[src/rtl/zion_basic_circuit_lib_skid_stage.sv]
// Two-entry valid/ready skid stage: registered data, valid and ready, with a
// synchronous flush that returns the stage to the post-reset state.
module zion_basic_circuit_lib_skid_stage #(
  parameter int               WIDTH    = 8,
  parameter logic [WIDTH-1:0] INI_DATA = '0
) (
  input  logic             clk,
  input  logic             rst,
  input  logic             iClr,
  input  logic             iVld,
  output logic             oRdy,
  input  logic [WIDTH-1:0] iDat,
  output logic             oVld,
  input  logic             iRdy,
  output logic [WIDTH-1:0] oDat,
  output logic [1:0]       oCnt
);

  typedef enum logic [1:0] {
    EMPTY = 2'd0,
    ONE   = 2'd1,
    FULL  = 2'd2
  } state_e;

  state_e           state_q;
  logic [WIDTH-1:0] main_q;
  logic [WIDTH-1:0] skid_q;
  logic             in_xfer;
  logic             out_xfer;

  assign in_xfer  = iVld & oRdy;
  assign out_xfer = oVld & iRdy;

  always_ff @(posedge clk) begin
    if (rst || iClr) begin
      state_q <= EMPTY;
      main_q  <= INI_DATA;
      skid_q  <= INI_DATA;
    end else begin
      unique case (state_q)
        EMPTY: begin
          if (in_xfer) begin
            state_q <= ONE;
            main_q  <= iDat;
          end
        end
        ONE: begin
          if (in_xfer && out_xfer) begin
            main_q <= iDat;
          end else if (in_xfer) begin
            // Downstream stalled: park the new beat behind the head.
            state_q <= FULL;
            skid_q  <= iDat;
          end else if (out_xfer) begin
            state_q <= EMPTY;
          end
        end
        FULL: begin
          if (out_xfer) begin
            state_q <= ONE;
            main_q  <= skid_q;
          end
        end
        default: state_q <= EMPTY;
      endcase
    end
  end

  // Handshake outputs come from state flops only, so iRdy never reaches oRdy.
  always_comb begin
    oVld = 1'b0;
    oRdy = 1'b1;
    oCnt = 2'd0;
    unique case (state_q)
      EMPTY: begin oVld = 1'b0; oRdy = 1'b1; oCnt = 2'd0; end
      ONE:   begin oVld = 1'b1; oRdy = 1'b1; oCnt = 2'd1; end
      FULL:  begin oVld = 1'b1; oRdy = 1'b0; oCnt = 2'd2; end
      default: begin oVld = 1'b0; oRdy = 1'b1; oCnt = 2'd0; end
    endcase
  end

  assign oDat = main_q;

endmodule
[config.mk]
export PLATFORM = sky130hd
export DESIGN_NAME = zion_basic_circuit_lib_skid_stage
export DESIGN_NICKNAME = d
export VERILOG_FILES = /design/src/rtl/zion_basic_circuit_lib_skid_stage.sv
export SDC_FILE = /design/constraint.sdc
export NUM_CORES = 1
export LEC_CHECK = 0
export BUFFER_PORTS_ARGS = -buffer_cell sky130_fd_sc_hd__buf_2
export CORE_UTILIZATION = 49
export CTS_BUF_LIST = sky130_fd_sc_hd__clkbuf_4 sky130_fd_sc_hd__clkbuf_8 sky130_fd_sc_hd__clkbuf_16
export DETAILED_ROUTE_END_ITERATION = 12
export HOLD_SLACK_MARGIN = 0.1
export PLACE_DENSITY = 0.72
export SYNTH_ARGS = -nofsm -noshare
export SYNTH_HDL_FRONTEND = slang
export SYNTH_SLANG_ARGS = --single-unit
[constraint.sdc]
create_clock -name clk -period 2.45 [get_ports clk]
set_input_delay 0.49 -clock clk [delete_from_list [all_inputs] [get_ports clk]]
set_output_delay 0.49 -clock clk [all_outputs]
set_load 0.02 [all_outputs]
==> results.md <==
- Routed len/inst: 13.1 um
- GRT met2 Usage: 32.0%
- DIE HEIGHT: 45.8 um
- Core Footprint: 0.00176 mm2
- Pwr/cell area: roughly 550 mW/mm2
- Req. time, crit path: 1960 ps
- Gpl congestion: between 0.9 and 1
- WP buf/inv: 4
- Antenna violations before repair: 0
- Setup Buffers After CTS: 0
- Worst path arrival time: ~1600 ps
- Via count: 754
- Mean Syn Cell Area: about 11 um2
- Layout cells sized above 1: 34.2%
- Gr usage total: 20.4%
- Fin. max-slew vios: 0
- Leakage: approximately 0.43 nW
- Min Tclk post-route: about 2100 ps
- CP max-delay cell: ha_1
- Cell chain of the critical path: inv_1 > ha_1 > buf_4 > inv_2 > buf_2
- Cells after Synth: 89
- Clock transition at path regs: 100 ps
- Die ar.: ~0.0021 mm2
- R2r setup slk: 380 ps
- Peak VDD IR: 0.000422 V
- Via density per instance: between 5 and 6
- GRT busiest layer: met2
- Min-Delay Path Depth: 3
- Post-CTS Hold Buffers: 0
- Worst slew pin tran: 653 ps
- Crit path max-delay family: buffers and inverters
- Met1 track utilization from global routing: 24.8%
- Post-Syn Area: 941 um2
- Number of cells upsized or downsized after cts: 0
- Clock Sinks: 18
- Die span in x: 45.8 um
- Row count: 15
- Input/output buffers: 24
- First-pass GRT wire length: a little over 3 mm
- Total wire length: 1.82 mm
- DRC: 0
- Fill count: 168
- RSZ-0062 raised after global routing: no
- ANT cells: 0
- Worst Hold Class: input pin to flop
- Tcrit/Tclk final: 85.2%
- Crit Path Class: flop to output port
- Crit path capture type: output port
- Critical Path Max Stage Delay: 370 ps
- Clock buffer depth: 2
- Worst-skew pair later-pin latency: ~290 ps
- Final worst slack: 362 ps
- Initial DRC count: 7
- Layout Cells excl Fill: between 100 and 150
- GR Overflow Total: 0
- Leading cell types in the layout, fill and taps excluded: buf_2 (24), dfxtp_1 (18), mux2i_1 (16)
- Tot Pwr: approximately 0.0006 W
- Max cap viols: 0
- Run status: finished clean
- CTS Root Cell: clkbuf_4
- Commonest non-fill, non-tap cell in the layout: buf_2
- First-pass DRT Iterations: 2
- Grt met3 use: under 10%
- Max_slew headroom: 56.5%
- Crit Path Max Fanout: 8
- H-tree lvl count: 1
- Starting Density: 53.3%
- Syn nets: roughly 110
- Worst Skew: 2.99 ps
- Dpl ws: 427 ps
- Synth-to-layout area growth: 16.5%
- Total CTS buffers: 3
- TNS Setup: 0 ps
- Crit start category: flop
- Worst Hold Path EP: skid_q[5]$_SDFFE_PP0P_
- Final setup viols: 0
- Placed cell count: 135
- Synth warn: 0
- WHS: 441 ps
- Min-delay src: iDat[5]
- Post-route ant nets: 0
- Final Hold Fails: 0
- R2R depth: 7
- Yosys reg bits: 18
- Worst r2r dst: skid_q[3]$_SDFFE_PP0P_
- Largest net degree at the start of global routing: 19
- Sequential area share after synthesis: 38.3%
- CTS tree: done
- Post-synth cell types: 28
- Max frequency: 0.479 GHz
- Detail Placement HPWL: roughly 1.4 mm
- Ports: 25
- Vias in the first global route: 729
- Nets@finish: 132
- Critical R2R Launch: state_q[0]$_SDFFE_PP0P_
[cell type report]
class / instances / area (um2) / share of cell area (%)
multi-input cells: 61 / 510 / 46.6
flip-flops and latches: 18 / 360 / 32.9
repair buffers: 27 / 143 / 13.0
clock buffers: 4 / 36.3 / 3.31
well taps: 25 / 31.3 / 2.85
inverters: 4 / 15.0 / 1.37
[report_power, final]
part | switching, W | total [W] | leakage [nW] | internal, W
Sequential | 0.00000627 | 0.000309 | 0.146 | 0.000303
Combinational | 0.0000695 | 0.000117 | 0.265 | 0.0000478
Clock | 0.0000895 | 0.000180 | 0.0210 | 0.0000907
Total | 0.000165 | 0.000607 | 0.432 | 0.000442
[Yosys cell counts]
master    number  area share (%)
mux2i_1       16              17
a21oi_2        2             1.9
clkbuf_1       1            0.40
and4b_1        2             2.1
nand2b_4       1             1.5
dfxtp_1       18              38
o211ai_1       1            0.80
and4_1         1            0.93
a32o_1         1             1.1
o21ai_1        1            0.53
buf_12         1             2.1
nand2_1        1            0.40
a211oi_1       1            0.80
ha_1           4             5.3
o21ai_0        1            0.53
nor2_1        11             4.4
or2_1          1            0.67
nor2b_1        1            0.67
a21oi_1        6             3.2
buf_1          1            0.40
o21ai_2        1            0.93
buf_2          1            0.53
a311oi_2       2             3.2
a221oi_4       1             2.8
inv_2          1            0.40
buf_6          2             2.4
inv_1          3             1.2
a311oi_1       6             5.6
[metal layers]
metal  part of all wire [%]  vias to the layer above
met5                      0                        -
met4                    2.6                        0
li1                       -                      379
met3                    4.3                        8
met1                     48                      345
met2                     45                       22
[flip-flops by register name, indices dropped and copies added (netlist names)]
name and flops:
oDat 8, skid_q 8, state_q 2
[logic make-up after synthesis]
kind of cell | after synthesis | synth area share (%)
multiplexers | 16 | 17.0
AO/OA/AOI/OAI | 23 | 21.3
AND/OR/NAND/NOR | 18 | 10.6
buffers and inverters | 10 | 7.44
flip-flops | 18 | 38.3
adder cells (fa/ha/maj) | 4 | 5.32
[worst register-to-register path, delay by kind of cell, from the launching register on]
kind,cells,cell delay [ps]
mux,1,260
buf+inv,3,410
flops,1,390
simple gates,2,560
fa+ha+maj,1,330
[metrics by stage]
step	cell area, um2	utilization, %
floorplan	941	-
global placement	1060	60.1
detailed placement	1060	60.1
CTS	1100	62.1
global route	1100	62.1
finish	1100	62.1
[worst max-delay path by stage]
stage,startpoint,endpoint,slack [ps],cells after the start
CTS,state_q[0]$_SDFFE_PP0P_,oRdy,360,5
global placement,state_q[0]$_SDFFE_PP0P_,oDat[3]$_SDFFE_PP0P_,490,7
floorplan,state_q[0]$_SDFFE_PP0P_,oDat[0]$_SDFFE_PP0P_,650,7
detailed placement,state_q[0]$_SDFFE_PP0P_,skid_q[3]$_SDFFE_PP0P_,430,7
global route,state_q[0]$_SDFFE_PP0P_,skid_q[0]$_SDFFE_PP0P_,260,7
finish,state_q[0]$_SDFFE_PP0P_,oRdy,360,5
Power figures use the tool's default switching activity.
